[src/rtl/fetch_buffer_unit_pkg.sv]
// Shared fetch-stage definitions: FSM encoding and instruction word width.
package fetch_buffer_unit_pkg;
  localparam int INST_W = 32;

  typedef enum logic [1:0] {
    IDLE  = 2'd0,
    RUN   = 2'd1,
    DRAIN = 2'd2
  } fetch_state_e;
endpackage

[src/rtl/fetch_buffer_unit_fifo2.sv]
// Two-entry synchronous FIFO with flush; head is read straight from storage.
module fifo2_sync #(
  parameter int W = 32
) (
  input  logic         clock,
  input  logic         reset,
  input  logic         flush,
  input  logic         push,
  input  logic [W-1:0] push_data,
  input  logic         pop,
  output logic [W-1:0] head,
  output logic [1:0]   count
);
  logic [1:0][W-1:0] mem;
  logic              rd_ptr;
  logic              wr_ptr;
  logic              do_push;
  logic              do_pop;

  assign do_pop  = pop & (count != 2'd0);
  // A full FIFO still accepts a push when the head leaves in the same cycle.
  assign do_push = push & ((count != 2'd2) | do_pop);
  assign head    = mem[rd_ptr];

  always_ff @(posedge clock or negedge reset) begin
    if (!reset) begin
      mem    <= '0;
      rd_ptr <= 1'b0;
      wr_ptr <= 1'b0;
      count  <= 2'd0;
    end else if (flush) begin
      rd_ptr <= 1'b0;
      wr_ptr <= 1'b0;
      count  <= 2'd0;
    end else begin
      if (do_push) begin
        mem[wr_ptr] <= push_data;
        wr_ptr      <= ~wr_ptr;
      end
      if (do_pop) rd_ptr <= ~rd_ptr;
      count <= count + {1'b0, do_push} - {1'b0, do_pop};
    end
  end
endmodule

[src/rtl/fetch_buffer_unit.sv]
// Instruction fetch front end: issues sequential fetches, buffers up to two
// instructions for decode, and drops stale responses after a redirect.
module fetch_buffer_unit
  import fetch_buffer_unit_pkg::*;
#(
  parameter int                    CORE         = 0,
  parameter int                    ADDRESS_BITS = 32,
  parameter logic [ADDRESS_BITS-1:0] RESET_PC   = '0
) (
  input  logic                    clock,
  input  logic                    reset,
  output logic                    imem_req_valid,
  input  logic                    imem_req_ready,
  output logic [ADDRESS_BITS-1:0] imem_req_addr,
  input  logic                    imem_rsp_valid,
  input  logic [INST_W-1:0]       imem_rsp_data,
  output logic                    inst_valid,
  input  logic                    inst_ready,
  output logic [ADDRESS_BITS-1:0] inst_PC,
  output logic [INST_W-1:0]       instruction,
  input  logic                    redirect_valid,
  input  logic [ADDRESS_BITS-1:0] redirect_target,
  input  logic                    scan
);
  localparam logic [ADDRESS_BITS-1:0] ALIGN = {{(ADDRESS_BITS-2){1'b1}}, 2'b00};

  fetch_state_e              state;
  logic [ADDRESS_BITS-1:0]   fetch_pc;
  logic [1:0]                outstanding;
  logic [1:0]                drop_count;
  logic [1:0]                drop_new;
  logic [1:0]                inst_count;
  logic [1:0]                pc_count;
  logic [ADDRESS_BITS-1:0]   pc_head;
  logic [ADDRESS_BITS+INST_W-1:0] inst_head;
  logic                      accept;
  logic                      rsp_live;
  logic                      rsp_keep;
  logic                      deq;
  logic [2:0]                unused_bits;

  // The scan trace is a simulation hook only; nothing in hardware consumes it.
  assign unused_bits = {scan ^ CORE[0], pc_count};

  assign imem_req_valid = (state == RUN) & ~redirect_valid &
                          (({1'b0, outstanding} + {1'b0, inst_count}) < 3'd2);
  assign imem_req_addr  = fetch_pc;
  assign accept         = imem_req_valid & imem_req_ready;
  assign rsp_live       = imem_rsp_valid & (outstanding != 2'd0);
  // Responses in the redirect cycle or while draining belong to the old path.
  assign rsp_keep       = rsp_live & ~redirect_valid & (state != DRAIN);
  assign drop_new       = outstanding - {1'b0, rsp_live};
  assign inst_valid     = (inst_count != 2'd0);
  assign deq            = inst_valid & inst_ready;
  assign {inst_PC, instruction} = inst_head;

  fifo2_sync #(.W(ADDRESS_BITS)) u_pc_q (
    .clock     (clock),
    .reset     (reset),
    .flush     (redirect_valid),
    .push      (accept),
    .push_data (fetch_pc),
    .pop       (rsp_keep),
    .head      (pc_head),
    .count     (pc_count)
  );

  fifo2_sync #(.W(ADDRESS_BITS + INST_W)) u_inst_q (
    .clock     (clock),
    .reset     (reset),
    .flush     (redirect_valid),
    .push      (rsp_keep),
    .push_data ({pc_head, imem_rsp_data}),
    .pop       (deq),
    .head      (inst_head),
    .count     (inst_count)
  );

  always_ff @(posedge clock or negedge reset) begin
    if (!reset) begin
      state       <= IDLE;
      fetch_pc    <= RESET_PC;
      outstanding <= 2'd0;
      drop_count  <= 2'd0;
    end else begin
      outstanding <= outstanding + {1'b0, accept} - {1'b0, rsp_live};
      if (redirect_valid)  fetch_pc <= redirect_target & ALIGN;
      else if (accept)     fetch_pc <= fetch_pc + ADDRESS_BITS'(4);
      case (state)
        IDLE: state <= RUN;
        RUN: begin
          if (redirect_valid) begin
            drop_count <= drop_new;
            state      <= (drop_new != 2'd0) ? DRAIN : RUN;
          end
        end
        DRAIN: begin
          // A redirect here only moves fetch_pc; old responses still drain.
          if (rsp_live) begin
            drop_count <= drop_count - 2'd1;
            if (drop_count == 2'd1) state <= RUN;
          end
        end
        default: state <= IDLE;
      endcase
    end
  end
endmodule

[config.mk]
export PLATFORM = sky130hd
export DESIGN_NAME = fetch_buffer_unit
export DESIGN_NICKNAME = d
export VERILOG_FILES = /design/src/rtl/fetch_buffer_unit_pkg.sv /design/src/rtl/fetch_buffer_unit_fifo2.sv /design/src/rtl/fetch_buffer_unit.sv
export SDC_FILE = /design/constraint.sdc
export NUM_CORES = 1
export LEC_CHECK = 0
export ABC_AREA = 1
export BUFFER_PORTS_ARGS = -buffer_cell sky130_fd_sc_hd__buf_2
export CORE_MARGIN = 4
export CORE_UTILIZATION = 57
export DETAILED_ROUTE_END_ITERATION = 10
export PLACE_DENSITY = 0.85
export RECOVER_POWER = 25
export SYNTH_ARGS = -nofsm -noshare
export SYNTH_HDL_FRONTEND = slang
export SYNTH_SLANG_ARGS = --single-unit
[constraint.sdc]
create_clock -name clock -period 3 [get_ports clock]
set_input_delay 0.45 -clock clock [delete_from_list [all_inputs] [get_ports clock]]
set_output_delay 0.45 -clock clock [all_outputs]
set_load 0.02 [all_outputs]
Yosys cells after proc, flatten, opt, wreduce, memory -nomap -nowiden. Cells that the tools add are included.

Add/subtract/negate cells: 10. $mul: 0. Divide/modulo/power cells: 0. $lt $le $gt $ge: 7. Equality and inequality tests: 9. Shift operators: 0. Mux-type cells: 30. Bitwise logic cells: 18. Reduce and logical (&&, ||, !) cells: 17.

Operators with widths (number): 64-bit 2-to-1 mux (3); 32-bit 2-to-1 mux (5); 128-bit bitwise mux (1); 64-bit bitwise mux (1); 64-bit demux with 1-bit select (1); 32-bit by 3-bit adder with 32-bit output (second input constant) (1); 32-bit demux with 1-bit select (1); 2-bit nonzero test (10); 2-bit 2-to-1 mux (8); 2-bit != test (second input constant) (6); 1-bit bitwise AND (11); 1-bit by 2-bit < comparator with 1-bit output (second input constant) (4); 1-bit 2-to-1 mux (8); 2-bit by 1-bit subtractor with 2-bit output (4); 2-bit by 1-bit adder with 2-bit output (3); 2-bit case mux with 3 select lines (1); 3-bit AND reduction (2); 1-bit inverter (5); 2-bit by 1-bit == test with 1-bit output (second input constant) (2); 2-bit case mux with 2 select lines (1); 2-bit AND reduction (2); 2-bit by 2-bit adder with 3-bit output (1); 3-bit by 2-bit < comparator with 1-bit output (second input constant) (1); 2-bit == test (second input constant) (1); other kinds (5) (8).

Register bits after elaboration: 238. Latch bits: 0. RAM bits: 0. Bits in read-only memories: 0. Output and inout port bits: 98. Logic and storage cells: 105. Memories: 0.

Depth between registers and ports, before layout.
Depth after elaboration: 10. Depth in mapped cells: 12. Depth with buffers taken out: 10.

Modules after synthesis. From an unflattened synthesis, not the netlist that was laid out.

Cells, all modules: 1651. Area total of the unflattened synthesis: 12379.4 um^2.

By module, submodules not included: fifo2_sync (u_inst_q) (instances 1, cells each 809, area each 6348.6 um^2, seq. area each 3303.2 um^2); fifo2_sync (u_pc_q) (instances 1, cells each 420, area each 3355.7 um^2, seq. area each 1701.6 um^2); fetch_buffer_unit (instances 1, cells each 422, area each 2675.1 um^2, seq. area each 900.9 um^2).

Worst setup path before layout. No wires, ideal clock.

Kind: reg2reg. Start: reg outstanding[0]. End: reg outstanding[1]. Setup time: 123 ps. Arrival: 2504 ps. Required time: 2877 ps. Slack: 374 ps. Cell stages (with the launch flop): 12. Buffers on the path: 1. Clock period less this slack: 2626 ps. Cells stage by stage: dfrtp_1 > nand2_1 > inv_1 > fa_1 > or2_1 > nor2_1 > nand2_1 > buf_2 > ha_1 > inv_1 > ha_1 > xnor2_1.

Word-level cells in the longest chain between the ends: 6. Elaborated cells on any way between the ends: 8. Classes of those cells: add/sub: 3; order compare: 1; bitwise: 3; reduce/logical: 1.

Ends and longest elaborated chain: from (decl) (RTL line fetch_buffer_unit.sv:29) `logic [1:0] outstanding;`; from (signal assigned) (RTL line fetch_buffer_unit.sv:86) `outstanding <= outstanding + {1'b0, accept} - {1'b0, rsp_live};`; 2-bit by 2-bit adder with 3-bit output (RTL line fetch_buffer_unit.sv:46) `(({1'b0, outstanding} + {1'b0, inst_count}) < 3'd2);`; 3-bit by 2-bit < comparator with 1-bit output (RTL line fetch_buffer_unit.sv:46); 1-bit bitwise AND (RTL line fetch_buffer_unit.sv:45) `assign imem_req_valid = (state == RUN) & ~redirect_valid &`; net imem_req_valid (RTL line fetch_buffer_unit.sv:12) `output logic imem_req_valid,`; 1-bit bitwise AND (RTL line fetch_buffer_unit.sv:48) `assign accept = imem_req_valid & imem_req_ready;`; 2-bit by 1-bit adder with 2-bit output (RTL line fetch_buffer_unit.sv:86); 2-bit by 1-bit subtractor with 2-bit output (RTL line fetch_buffer_unit.sv:86).

The timed path passes the listed nets, and every way through them passes these cells. A chain may end at the register's enable or synchronous reset.

Final worst setup path.
Start: reg outstanding[0]. End: reg u_pc_q.mem[45] (netlist name).

Word-level cells in the longest chain between the ends: 8. Elaborated cells on any way between the ends: 12. Classes of those cells: add/sub: 1; order compare: 1; bitwise: 8; reduce/logical: 2.

Ends and longest elaborated chain: parallel branches: the longest is 6 deep, another holds 2-bit by 2-bit adder with 3-bit output; 1-bit bitwise AND * (RTL line fetch_buffer_unit_fifo2.sv:22) `assign do_push = push & ((count != 2'd2) | do_pop);`; 2-bit AND reduction (no line) *; to (signal, indexed assignment) (RTL line fetch_buffer_unit_fifo2.sv:37) `mem[wr_ptr] <= push_data;`; to (decl) (RTL line fetch_buffer_unit_fifo2.sv:14) `logic [1:0][W-1:0] mem;`.

Every way passes the cells marked *.

==> flow_metrics.env <==
export IMPL_outcome="finished clean"
export IMPL_top_usage_layer="met2"
export IMPL_syn_avg_cell_area_um2=7.90
export IMPL_criticalPathCategory="flop to flop"
export IMPL_grt_pass1_wl_um=44900
export IMPL_ctsRootBufferMaster="clkbuf_16"
export IMPL_min_path_cells=3
export IMPL_seq_area_frac_synth_pct=51.3
export IMPL_grt_met2_usage_pct=40.9
export IMPL_fp_dieArea_um2=21800
export IMPL_post_route_period_util_pct=84.3
export IMPL_drive_above_1_share_pct=15.4
export IMPL_hpwlAfterDp_um=17300
export IMPL_min_to="imem_req_addr[17]"
export IMPL_p_sw_mw=4.93
export IMPL_fin_nets=1615
export IMPL_ir_drop_mv=0.462
export IMPL_min_path_type="primary input to flop"
export IMPL_cp_end_kind="flop"
export IMPL_combPwrFrac_pct=36.2
export IMPL_p_per_area_nw_per_um2=954
export IMPL_wirelength_um=27200
export IMPL_clkTransAtPathRegs_ns=0.06
export IMPL_fill_cells=1528
export IMPL_max_stage_delay_ns=0.44
export IMPL_min_period_ns=2.53
export IMPL_multi_input_area_um2=4660
export IMPL_r2r_cells=9
export IMPL_relSlewSlack_pct=13.7
export IMPL_finalHoldViolCount=0
export IMPL_final_common_cell="nand2_1"
export IMPL_vias_per_cell=5.37
export IMPL_critical_path_peak_fanout=44
export IMPL_grt_usage_pct=24.6
export IMPL_area_growth_pct=15.3
export IMPL_ctsLongestPathBuffers=3
export IMPL_p_int_mw=7.30
export IMPL_layout_common_cells="nand2_1, dfrtp_1, buf_2, inv_1, o21ai_0"
export IMPL_met1_usage_pct=34.8
export IMPL_dr_first_iter_drc_count=916
export IMPL_ant_nets=0
export IMPL_use_met3_pct=3.25
export IMPL_fin_tns_setup_ns=0
export IMPL_cp_arrival_ns=2.98
export IMPL_pre_cts_slack_ns=0.505
export IMPL_crit_path_top_delay_cell="buf_4"
export IMPL_power_share_clock_pct=23.3
export IMPL_switching_share_pct=40.3
export IMPL_cts_tree="done"
export IMPL_drt_first_pass_iters=5
export IMPL_fin_skew_ns=0.0123
export IMPL_timing_hold_worst_start="redirect_target[17]"
export IMPL_yosysUniqueCellTypes=31
export IMPL_rsz0062_at_grt="no"
export IMPL_r2r_start="outstanding[0]"
export IMPL_grt_max_degree=102
export IMPL_sequentialPowerShare_pct=40.5
export IMPL_die_x_um=148
export IMPL_netlist_instances=1408
export IMPL_start_util_pct=58.7
export IMPL_rows=50
export IMPL_cts_resized=0
export IMPL_timing_final_ws_setup_ns=0.472
export IMPL_seqCellArea_um2=5710
export IMPL_cp_start_kind="flop"
export IMPL_gr_total_overflow=0
export IMPL_portBuffers=161
export IMPL_slew_violations=0
export IMPL_diodes=0
export IMPL_ys_warnings_count=0
export IMPL_setup_viol=0
export IMPL_hold_ws_ns=0.151
export IMPL_route_detailed_drc=0
export IMPL_clock_latency_ns=0.51
export IMPL_numClockSinks=228
export IMPL_core_um2=19000
export IMPL_required_ns=3.45
export IMPL_leakage_nw=6.84
export IMPL_numCtsBuffers=24
export IMPL_wire_per_inst_um=15.0
export IMPL_rrSetupSlack_ns=0.47
export IMPL_io_pins=169
export IMPL_fin_util_pct=67.6
export IMPL_cp_cell_sequence="nand2_1 -> inv_1 -> fa_1 -> or2_1 -> nor3_4 -> buf_4 -> buf_4 -> nand4_1 -> nand2_1"
export IMPL_fmax_mhz=396
export IMPL_worst_pin_slew_ns=1.29
export IMPL_synth_area_um2=11100
export IMPL_drv_cap=0
export IMPL_place_congestion=0.840
export IMPL_grt_pass1_vias=9213
export IMPL_die_y_um=148
export IMPL_rr_endpoint="u_pc_q.mem[45]"
export IMPL_via_count=9724
export IMPL_ys_ff_latch=228
export IMPL_htreeDepth=1
export IMPL_antenna_found_initial=0
## layer usage
| metal | share of wire (%) | wire [um] | up-vias |
|---|---|---|---|
| met5 | 0 | 0 | - |
| met4 | 1.7 | 473 | 0 |
| met3 | 7.6 | 2060 | 39 |
| met2 | 48 | 12900 | 394 |
| met1 | 43 | 11700 | 4556 |
| li1 | - | - | 4735 |
## power groups by stage
stage               clock network (mW)  logic, mW  registers (mW)
floorplan                            0       3.05            4.85
global placement                     0       4.25            4.88
detailed placement                   0       4.40            4.95
CTS                               2.88       4.46            4.93
global route                      3.02       4.97            5.09
finish                            2.85       4.43            4.95
## how the worst max path moves through the flow
stage	start	endpoint	slack, ns	cells after the start
finish	outstanding[0]	u_pc_q.mem[45]	0.47	9
global route	outstanding[0]	u_pc_q.mem[53]	0.27	9
CTS	outstanding[0]	imem_req_valid	0.46	6
detailed placement	outstanding[0]	u_pc_q.mem[51]	0.50	9
global placement	outstanding[0]	u_pc_q.mem[40]	0.57	9
floorplan	outstanding[0]	outstanding[1]	0.37	11
## synthesized netlist by cell type, drive strengths merged
cell | count | area share [%]
dfrtp | 228 | 51
nand3b | 2 | 0.17
nor3 | 2 | 0.29
conb | 1 | 0.034
buf | 47 | 2.5
nand3 | 73 | 3.4
inv | 97 | 3.3
and2 | 2 | 0.11
nor2 | 48 | 1.7
o21bai | 6 | 0.41
nand2 | 606 | 21
fa | 1 | 0.18
ha | 9 | 1.0
o211ai | 1 | 0.068
or2 | 5 | 0.28
xnor2 | 9 | 0.71
clkbuf | 38 | 1.3
a21oi | 3 | 0.13
xor2 | 5 | 0.39
nand4 | 60 | 3.4
o21ai | 134 | 6.0
mux2i | 31 | 2.8
## state kept, by name (all words and copies together) (netlist names)
| register | cells |
|---|---|
| u_inst_q.mem | 124 |
| u_pc_q.mem | 60 |
| imem_req_addr | 30 |
| drop_count | 2 |
| outstanding | 2 |
| state | 2 |
| u_inst_q.count | 2 |
| u_pc_q.count | 2 |
| u_inst_q.rd_ptr | 1 |
| u_inst_q.wr_ptr | 1 |
| u_pc_q.rd_ptr | 1 |
| u_pc_q.wr_ptr | 1 |
## per-stage QoR
step / power, mW / area, um^2 / cells
after floorplan: 7.90 / 11100 / 1411
after global placement: 9.13 / 12100 / 1767
after detailed placement: 9.36 / 12100 / 1767
after CTS: 12.3 / 12800 / 1810
after global routing: 13.1 / 12800 / 1810
final: 12.2 / 12800 / 1810
## cells by family after synthesis
| group | after synthesis | share of synthesized area (%) |
|---|---|---|
| simple gates | 798 | 29.9 |
| flops | 228 | 51.3 |
| buf+inv | 182 | 7.05 |
| compound gates | 144 | 6.64 |
| mux | 31 | 2.79 |
| xor+xnor | 14 | 1.10 |
| fa+ha+maj | 10 | 1.19 |
| other cells | 1 | 0.0337 |
## cell type report
cell class	count	area share [%]
Tap cell	260	2.54
Sequential cell	228	44.5
Inverter	97	2.84
Timing Repair Buffer	182	7.88
Clock inverter	6	0.234
Multi-Input combinational cell	1001	36.3
Clock buffer	36	5.67
## critical path: cells and delay by family, from the launching register on
| family | cells | cell delay, ns |
|---|---|---|
| fa+ha+maj | 1 | 0.42 |
| buf+inv | 3 | 0.76 |
| flops | 1 | 0.41 |
| simple gates | 5 | 0.85 |
## timing repair
action                    CTS  global route
buffers inserted            0             0
hold buffers                1             0
hold endpoints to repair   86             0
(Power assumes the default switching activity.)
